==> src/rtl/fib_seq_driver_if.sv <==
// fib_seq_driver_if -- request, Avalon-MM master and response signals of
// fib_seq_driver. The master modport is the driver's view; the slave modport
// is the view of whatever sits around it (upstream, slave and downstream).
interface fib_seq_driver_if #(
    parameter int N_W = 8
);
    // upstream request
    logic           cmd_valid;
    logic           cmd_ready;
    logic [N_W-1:0] cmd_n;

    // Avalon-MM master towards the Fibonacci slave
    logic [1:0]     m_address;
    logic           m_chipselect;
    logic           m_read;
    logic           m_write;
    logic [31:0]    m_writedata;
    logic [31:0]    m_readdata;

    // downstream result
    logic           rsp_valid;
    logic           rsp_ready;
    logic [31:0]    rsp_data;
    logic           rsp_err;

    modport master (
        input  cmd_valid, cmd_n, m_readdata, rsp_ready,
        output cmd_ready, m_address, m_chipselect, m_read, m_write, m_writedata,
               rsp_valid, rsp_data, rsp_err
    );

    modport slave (
        output cmd_valid, cmd_n, m_readdata, rsp_ready,
        input  cmd_ready, m_address, m_chipselect, m_read, m_write, m_writedata,
               rsp_valid, rsp_data, rsp_err
    );
endinterface

==> src/rtl/fib_seq_driver.sv <==
// fib_seq_driver -- accepts a Fibonacci index, programs an Avalon-MM
// Fibonacci slave (write N, write start), polls its status register until
// done, reads the result and hands it downstream.
// Slave map: 0 = N, 1 = control (1 = start), 2 = result, 3 = status (bit0 done).
// Optional: define FIB_DRV_TIMEOUT_EN to give up after POLL_MAX+1 not-done
// polls and answer with rsp_err=1, rsp_data=0.
module fib_seq_driver #(
    parameter int N_W      = 8,
    parameter int POLL_MAX = 255
) (
    input  logic              clk,
    input  logic              reset_n,
    fib_seq_driver_if.master  bus
);

    typedef enum logic [2:0] {
        IDLE, WR_N, WR_GO, POLL_RD, POLL_CAP, RES_RD, RES_CAP, RSP
    } state_e;

    localparam logic [1:0] ADDR_N      = 2'd0;
    localparam logic [1:0] ADDR_CTRL   = 2'd1;
    localparam logic [1:0] ADDR_RESULT = 2'd2;
    localparam logic [1:0] ADDR_STATUS = 2'd3;

    // The poll counter is 8 bits wide, so the timeout threshold must fit in it.
    if (POLL_MAX < 0 || POLL_MAX > 255) begin : g_poll_max_range
        $error("fib_seq_driver: POLL_MAX must lie in 0..255");
    end

    state_e      state_q, state_d;
    logic        run_q;       // low in reset, high from the first edge after release
    logic [31:0] n_q;         // latched request, zero-extended
    logic [7:0]  poll_cnt;    // not-done status polls of the current request
    logic [31:0] rsp_data_q;
    logic        accept;
    logic        not_done;

    assign accept   = (state_q == IDLE) && run_q && bus.cmd_valid;
    assign not_done = (state_q == POLL_CAP) && !bus.m_readdata[0];

`ifdef FIB_DRV_TIMEOUT_EN
    localparam logic [7:0] POLL_LIMIT = 8'(POLL_MAX);
    logic rsp_err_q;
    logic timeout;
    assign timeout     = not_done && (poll_cnt == POLL_LIMIT);
    assign bus.rsp_err = rsp_err_q;
`else
    assign bus.rsp_err = 1'b0;
`endif

    assign bus.rsp_data = rsp_data_q;

    // State register plus the reset-release flag that gates cmd_ready.
    always_ff @(posedge clk or negedge reset_n) begin
        // NOTE: non-blocking assignments for all registered state, so every
        // flop samples the values from before the edge.
        if (!reset_n) begin
            state_q <= IDLE;
            run_q   <= 1'b0;
        end else begin
            state_q <= state_d;
            run_q   <= 1'b1;
        end
    end

    // Next state and bus strobes, decoded from the current state only.
    always_comb begin
        // NOTE: every output gets a default before the case so no latch is
        // inferred and the bus is idle (all zero) in IDLE and RSP.
        state_d          = state_q;
        bus.cmd_ready    = 1'b0;
        bus.m_address    = 2'd0;
        bus.m_chipselect = 1'b0;
        bus.m_read       = 1'b0;
        bus.m_write      = 1'b0;
        bus.m_writedata  = 32'd0;
        bus.rsp_valid    = 1'b0;
        case (state_q)
            IDLE: begin
                bus.cmd_ready = run_q;
                if (accept) state_d = WR_N;
            end
            WR_N: begin
                bus.m_address    = ADDR_N;
                bus.m_chipselect = 1'b1;
                bus.m_write      = 1'b1;
                bus.m_writedata  = n_q;
                state_d          = WR_GO;
            end
            WR_GO: begin
                bus.m_address    = ADDR_CTRL;
                bus.m_chipselect = 1'b1;
                bus.m_write      = 1'b1;
                bus.m_writedata  = 32'd1;
                state_d          = POLL_RD;
            end
            POLL_RD: begin
                bus.m_address    = ADDR_STATUS;
                bus.m_chipselect = 1'b1;
                bus.m_read       = 1'b1;
                state_d          = POLL_CAP;
            end
            POLL_CAP: begin
                bus.m_address    = ADDR_STATUS;
                bus.m_chipselect = 1'b1;
                if (bus.m_readdata[0]) state_d = RES_RD;
`ifdef FIB_DRV_TIMEOUT_EN
                else if (timeout)      state_d = RSP;
`endif
                else                   state_d = POLL_RD;
            end
            RES_RD: begin
                bus.m_address    = ADDR_RESULT;
                bus.m_chipselect = 1'b1;
                bus.m_read       = 1'b1;
                state_d          = RES_CAP;
            end
            RES_CAP: begin
                bus.m_address    = ADDR_RESULT;
                bus.m_chipselect = 1'b1;
                state_d          = RSP;
            end
            RSP: begin
                bus.rsp_valid = 1'b1;
                if (bus.rsp_ready) state_d = IDLE;
            end
            default: state_d = IDLE;
        endcase
    end

    // Request latch, saturating poll counter and the held response.
    always_ff @(posedge clk or negedge reset_n) begin
        if (!reset_n) begin
            n_q        <= 32'd0;
            poll_cnt   <= 8'd0;
            rsp_data_q <= 32'd0;
`ifdef FIB_DRV_TIMEOUT_EN
            rsp_err_q  <= 1'b0;
`endif
        end else begin
            if (accept) begin
                n_q      <= 32'(bus.cmd_n);
                poll_cnt <= 8'd0;
            end
            if (not_done && poll_cnt != 8'hFF) poll_cnt <= poll_cnt + 8'd1;
            if (state_q == RES_CAP) begin
                rsp_data_q <= bus.m_readdata;
`ifdef FIB_DRV_TIMEOUT_EN
                rsp_err_q  <= 1'b0;
`endif
            end
`ifdef FIB_DRV_TIMEOUT_EN
            if (timeout) begin
                rsp_data_q <= 32'd0;
                rsp_err_q  <= 1'b1;
            end
`endif
        end
    end

endmodule

==> src/flat_wrapper.sv <==
// flat-port wrapper written by rule: the top's interface ports become plain ports
module fib_seq_driver_flat 
#(
    parameter int N_W      = 8,
    parameter int POLL_MAX = 255
)
  (clk, reset_n, bus_cmd_valid, bus_cmd_n, bus_m_readdata, bus_rsp_ready, bus_cmd_ready, bus_m_address, bus_m_chipselect, bus_m_read, bus_m_write, bus_m_writedata, bus_rsp_valid, bus_rsp_data, bus_rsp_err);
  fib_seq_driver_if #(.N_W(N_W)) bus_i ();
  input  logic clk;
  input  logic reset_n;
  input wire logic [$bits(bus_i.cmd_valid)-1:0] bus_cmd_valid;
  input wire logic [$bits(bus_i.cmd_n)-1:0] bus_cmd_n;
  input wire logic [$bits(bus_i.m_readdata)-1:0] bus_m_readdata;
  input wire logic [$bits(bus_i.rsp_ready)-1:0] bus_rsp_ready;
  output wire logic [$bits(bus_i.cmd_ready)-1:0] bus_cmd_ready;
  output wire logic [$bits(bus_i.m_address)-1:0] bus_m_address;
  output wire logic [$bits(bus_i.m_chipselect)-1:0] bus_m_chipselect;
  output wire logic [$bits(bus_i.m_read)-1:0] bus_m_read;
  output wire logic [$bits(bus_i.m_write)-1:0] bus_m_write;
  output wire logic [$bits(bus_i.m_writedata)-1:0] bus_m_writedata;
  output wire logic [$bits(bus_i.rsp_valid)-1:0] bus_rsp_valid;
  output wire logic [$bits(bus_i.rsp_data)-1:0] bus_rsp_data;
  output wire logic [$bits(bus_i.rsp_err)-1:0] bus_rsp_err;
  assign bus_i.cmd_valid = bus_cmd_valid;
  assign bus_i.cmd_n = bus_cmd_n;
  assign bus_i.m_readdata = bus_m_readdata;
  assign bus_i.rsp_ready = bus_rsp_ready;
  assign bus_cmd_ready = bus_i.cmd_ready;
  assign bus_m_address = bus_i.m_address;
  assign bus_m_chipselect = bus_i.m_chipselect;
  assign bus_m_read = bus_i.m_read;
  assign bus_m_write = bus_i.m_write;
  assign bus_m_writedata = bus_i.m_writedata;
  assign bus_rsp_valid = bus_i.rsp_valid;
  assign bus_rsp_data = bus_i.rsp_data;
  assign bus_rsp_err = bus_i.rsp_err;
  fib_seq_driver #(.N_W(N_W), .POLL_MAX(POLL_MAX)) u_core (.clk(clk), .reset_n(reset_n), .bus(bus_i));
endmodule
==> config.mk <==
export PLATFORM = sky130hd
export DESIGN_NAME = fib_seq_driver_flat
export DESIGN_NICKNAME = d
export VERILOG_FILES = /design/src/rtl/fib_seq_driver_if.sv /design/src/rtl/fib_seq_driver.sv /design/src/flat_wrapper.sv
export SDC_FILE = /design/constraint.sdc
export NUM_CORES = 1
export LEC_CHECK = 0
export BUFFER_PORTS_ARGS = -buffer_cell sky130_fd_sc_hd__buf_2
export CORE_AREA = 2 2 55 95
export CTS_BUF_LIST = sky130_fd_sc_hd__clkbuf_16
export CTS_CLUSTER_SIZE = 40
export DETAILED_ROUTE_END_ITERATION = 12
export DIE_AREA = 0 0 57 97
export PLACE_DENSITY = 0.78
export SYNTH_ARGS = -nofsm -noshare
export SYNTH_HDL_FRONTEND = slang
export SYNTH_SLANG_ARGS = --single-unit
==> constraint.sdc <==
create_clock -name clk -period 1.46 [get_ports clk]
set_input_delay 0.292 -clock clk [delete_from_list [all_inputs] [get_ports clk]]
set_output_delay 0.292 -clock clk [all_outputs]
set_load 0.05 [all_outputs]
==> qor.tcl <==
set qor(post-synth-top-area-cell) {sky130_fd_sc_hd__dfrtp_1}
set qor(worstPathCellList) {buf_12 > nor3_2 > buf_4 > nor2_4 > buf_6}
set qor(worstSetupEndpointType) {output port}
set qor(timing_hold_violations_final) 0
set qor(first_pass_iters) 4
set qor(multi_input_comb_area_um2) 917
set qor(num_rows) 33
set qor(ff_latch_area_um2) 1100
set qor(first_global_vias) 1558
set qor(worst_setup_path_start_kind) {register}
set qor(yosys.area.top_type_share) 0.547
set qor(seq_area_frac_synth) 0.547
set qor(filler_cell_count) 364
set qor(detail_route.iter0.violations) 26
set qor(core-area_um2) 4710
set qor(design.final.nets) 310
set qor(crit_path_max_incr_delay_ps) 430
set qor(chip_height_um) 97
set qor(arrival_ps) 1370
set qor(hold_path_startpoint) {bus_m_readdata[3]}
set qor(tritoncts) {done}
set qor(max-cap-violations) 0
set qor(cts.reportedPaths.clkPinSlew_ps) 60
set qor(holdPathStages) 2
set qor(grt_max_degree) 45
set qor(clockBufferDepth) 2
set qor(post-route-worst-setup-slack_ps) -198
set qor(grt_setup_unrepaired) {true}
set qor(outcome) {complete, but fails checks}
set qor(post_drt_wl_per_cell_um) 14.3
set qor(syn_inst) 153
set qor(drtAntennaViolNets) 0
set qor(drv_slew) 0
set qor(maxClockFrequency_ghz) 0.603
set qor(grt_first_pass_wirelength_mm) 7.20
set qor(period_utilization_post_route) 1.14
set qor(rrSetupSlack_ps) -70
set qor(post_route_cells_drive_above_1_share) 0.693
set qor(gp_congestion) 0.757
set qor(yosysUniqueCellTypes) 25
set qor(worstSetupPathType) {reg2out}
set qor(endpoint_of_the_worst_hold_timing_path) {u_core.bus.rsp_data[3]}
set qor(placement.io_buffers) 90
set qor(crit_slowest_cell) {sky130_fd_sc_hd__dfrtp_2}
set qor(h-tree-depth) 2
set qor(clock-root-buffer) {sky130_fd_sc_hd__clkbuf_16}
set qor(min_period_ps) 1660
set qor(violations) {setup timing}
set qor(fp.dieArea_um2) 5530
set qor(final_area_um2) 3070
set qor(dp_worst_setup_slack_ps) -44.3
set qor(wirelength_mm) 4.56
set qor(grt.total_usage) 0.170
set qor(yosys_warnings) 0
set qor(instances_no_fill) 319
set qor(grt_antenna_before_repair) 0
set qor(cp_data_required_time_ps) 1170
set qor(final_common_cell) {sky130_fd_sc_hd__buf_2}
set qor(number_of_antenna_diodes) 0
set qor(drc_errors) 0
set qor(routed_via_density) 4.68
set qor(place_inst) 303
set qor(num_io_pins) 116
set qor(place_area_um2) 2630
set qor(worst-path-max-fanout) 11
set qor(cts_inserted_buffers) 5
set qor(syn_to_final_growth_pct) 52.3
set qor(grt_remaining_overflow) 0
set qor(setup-violations-final) 23
set qor(worstSkewPairLatency_ps) 280
set qor(syn-cell-area_um2) 2010
set qor(mostFrequentLayoutCells) {75 x sky130_fd_sc_hd__buf_2, 41 x sky130_fd_sc_hd__dfrtp_1, 40 x sky130_fd_sc_hd__mux2_2}
set qor(skew_ps) 4.54
set qor(r2r_cells) 5
set qor(initial_core_utilization) 0.428
set qor(clock_sinks) 44
set qor(timing.rr.end) {u_core.n_q[4]}
set qor(netlist_top_cells_area) {sky130_fd_sc_hd__dfrtp_1 55%, sky130_fd_sc_hd__mux2_2 22%, sky130_fd_sc_hd__buf_4 9.3%}
set qor(hp-class) {in2reg}
set qor(timing.rr.start) {u_core.state_q[1]}
set qor(dieWidth_um) 57
set qor(vias) 1492
set qor(postSynthRegisterBits) 44
set qor(syn_avg_cell_area_um2) 13.2
[Yosys cell counts]
cell / instances
sky130_fd_sc_hd__o21ai_0: 2
sky130_fd_sc_hd__clkbuf_1: 1
sky130_fd_sc_hd__a21oi_1: 3
sky130_fd_sc_hd__and3_1: 1
sky130_fd_sc_hd__and2_1: 8
sky130_fd_sc_hd__buf_2: 5
sky130_fd_sc_hd__o2bb2ai_1: 1
sky130_fd_sc_hd__nand2_4: 1
sky130_fd_sc_hd__buf_4: 25
sky130_fd_sc_hd__nand3b_2: 1
sky130_fd_sc_hd__inv_1: 1
sky130_fd_sc_hd__nand2b_1: 1
sky130_fd_sc_hd__conb_1: 2
sky130_fd_sc_hd__a211oi_1: 1
sky130_fd_sc_hd__nor3b_1: 1
sky130_fd_sc_hd__nand2_1: 4
sky130_fd_sc_hd__xnor2_1: 2
sky130_fd_sc_hd__mux2_2: 40
sky130_fd_sc_hd__nor4b_4: 1
sky130_fd_sc_hd__mux2i_1: 1
sky130_fd_sc_hd__nor2_1: 3
sky130_fd_sc_hd__nand3_1: 1
sky130_fd_sc_hd__xor2_1: 1
sky130_fd_sc_hd__nor3_1: 2
sky130_fd_sc_hd__dfrtp_1: 44
[final cells by class]
type / instances / area share
clock inverter: 3 / 0.0122
timing repair buffer: 113 / 0.265
tap: 52 / 0.0212
clock buffer: 5 / 0.0408
sequential: 44 / 0.360
multi-input combinational: 101 / 0.299
inverter: 1 / 0.00122
[cell families (layout without fill, tap and decap cells)]
family,after synthesis,after routing,synth area share
flops,44,44,0.547
mux,41,41,0.229
buf+inv,32,122,0.109
simple gates,24,24,0.0783
compound gates,7,7,0.0205
xor+xnor,3,3,0.0130
other cells,2,26,0.00373
[state kept, by name (all words and copies together), names as in the netlist]
register	cells
u_core.bus.rsp_data	32
u_core.n_q	8
u_core.run_q	1
u_core.state_q	3
[layer usage]
layer,global-route usage,part of all wire,vias to the layer above
met1,0.177,0.32,734
met3,0.0361,0.052,4
met4,0.0733,0.015,0
met2,0.312,0.61,66
met5,0,0,-
li1,-,-,688
[worst max-delay path, delay by kind of cell, from the launching register on]
| family | cells | cell delay [ps] |
|---|---|---|
| and+or+nand+nor | 2 | 220 |
| buffers and inverters | 3 | 450 |
| DFF | 1 | 430 |
[metrics by stage]
stage               setup TNS [ps]   util  hold slack [ps]
floorplan                    -2710      -            -3.59
global placement              -317  0.558              285
detailed placement            -324  0.558              289
CTS                          -3040  0.643              236
global route                 -4390  0.652              239
finish                       -2850  0.652              243
[worst max path at each step]
stage	start	endpoint	slack, ps	cells after the start
final	u_core.state_q[2]	bus_m_chipselect	-200	5
after floorplan	u_core.state_q[0]	u_core.n_q[0]	-290	3
after global routing	u_core.state_q[1]	bus_m_writedata[6]	-250	4
after CTS	u_core.state_q[1]	bus_m_writedata[2]	-190	4
after detailed placement	u_core.state_q[1]	bus_m_writedata[2]	-40	4
after global placement	u_core.state_q[1]	bus_m_writedata[5]	-50	4
[what timing repair did]
item	4_1_cts	5_1_grt
hold buffers	1	0
pin swaps	9	4
hold endpoints to repair	35	0
resized for setup	56	6
setup endpoints to repair	15	23
buffers inserted	5	2
Power is left out: the tool's default activity adds up to more than one toggle a clock period on the data nets, which glitch-free logic cannot reach.
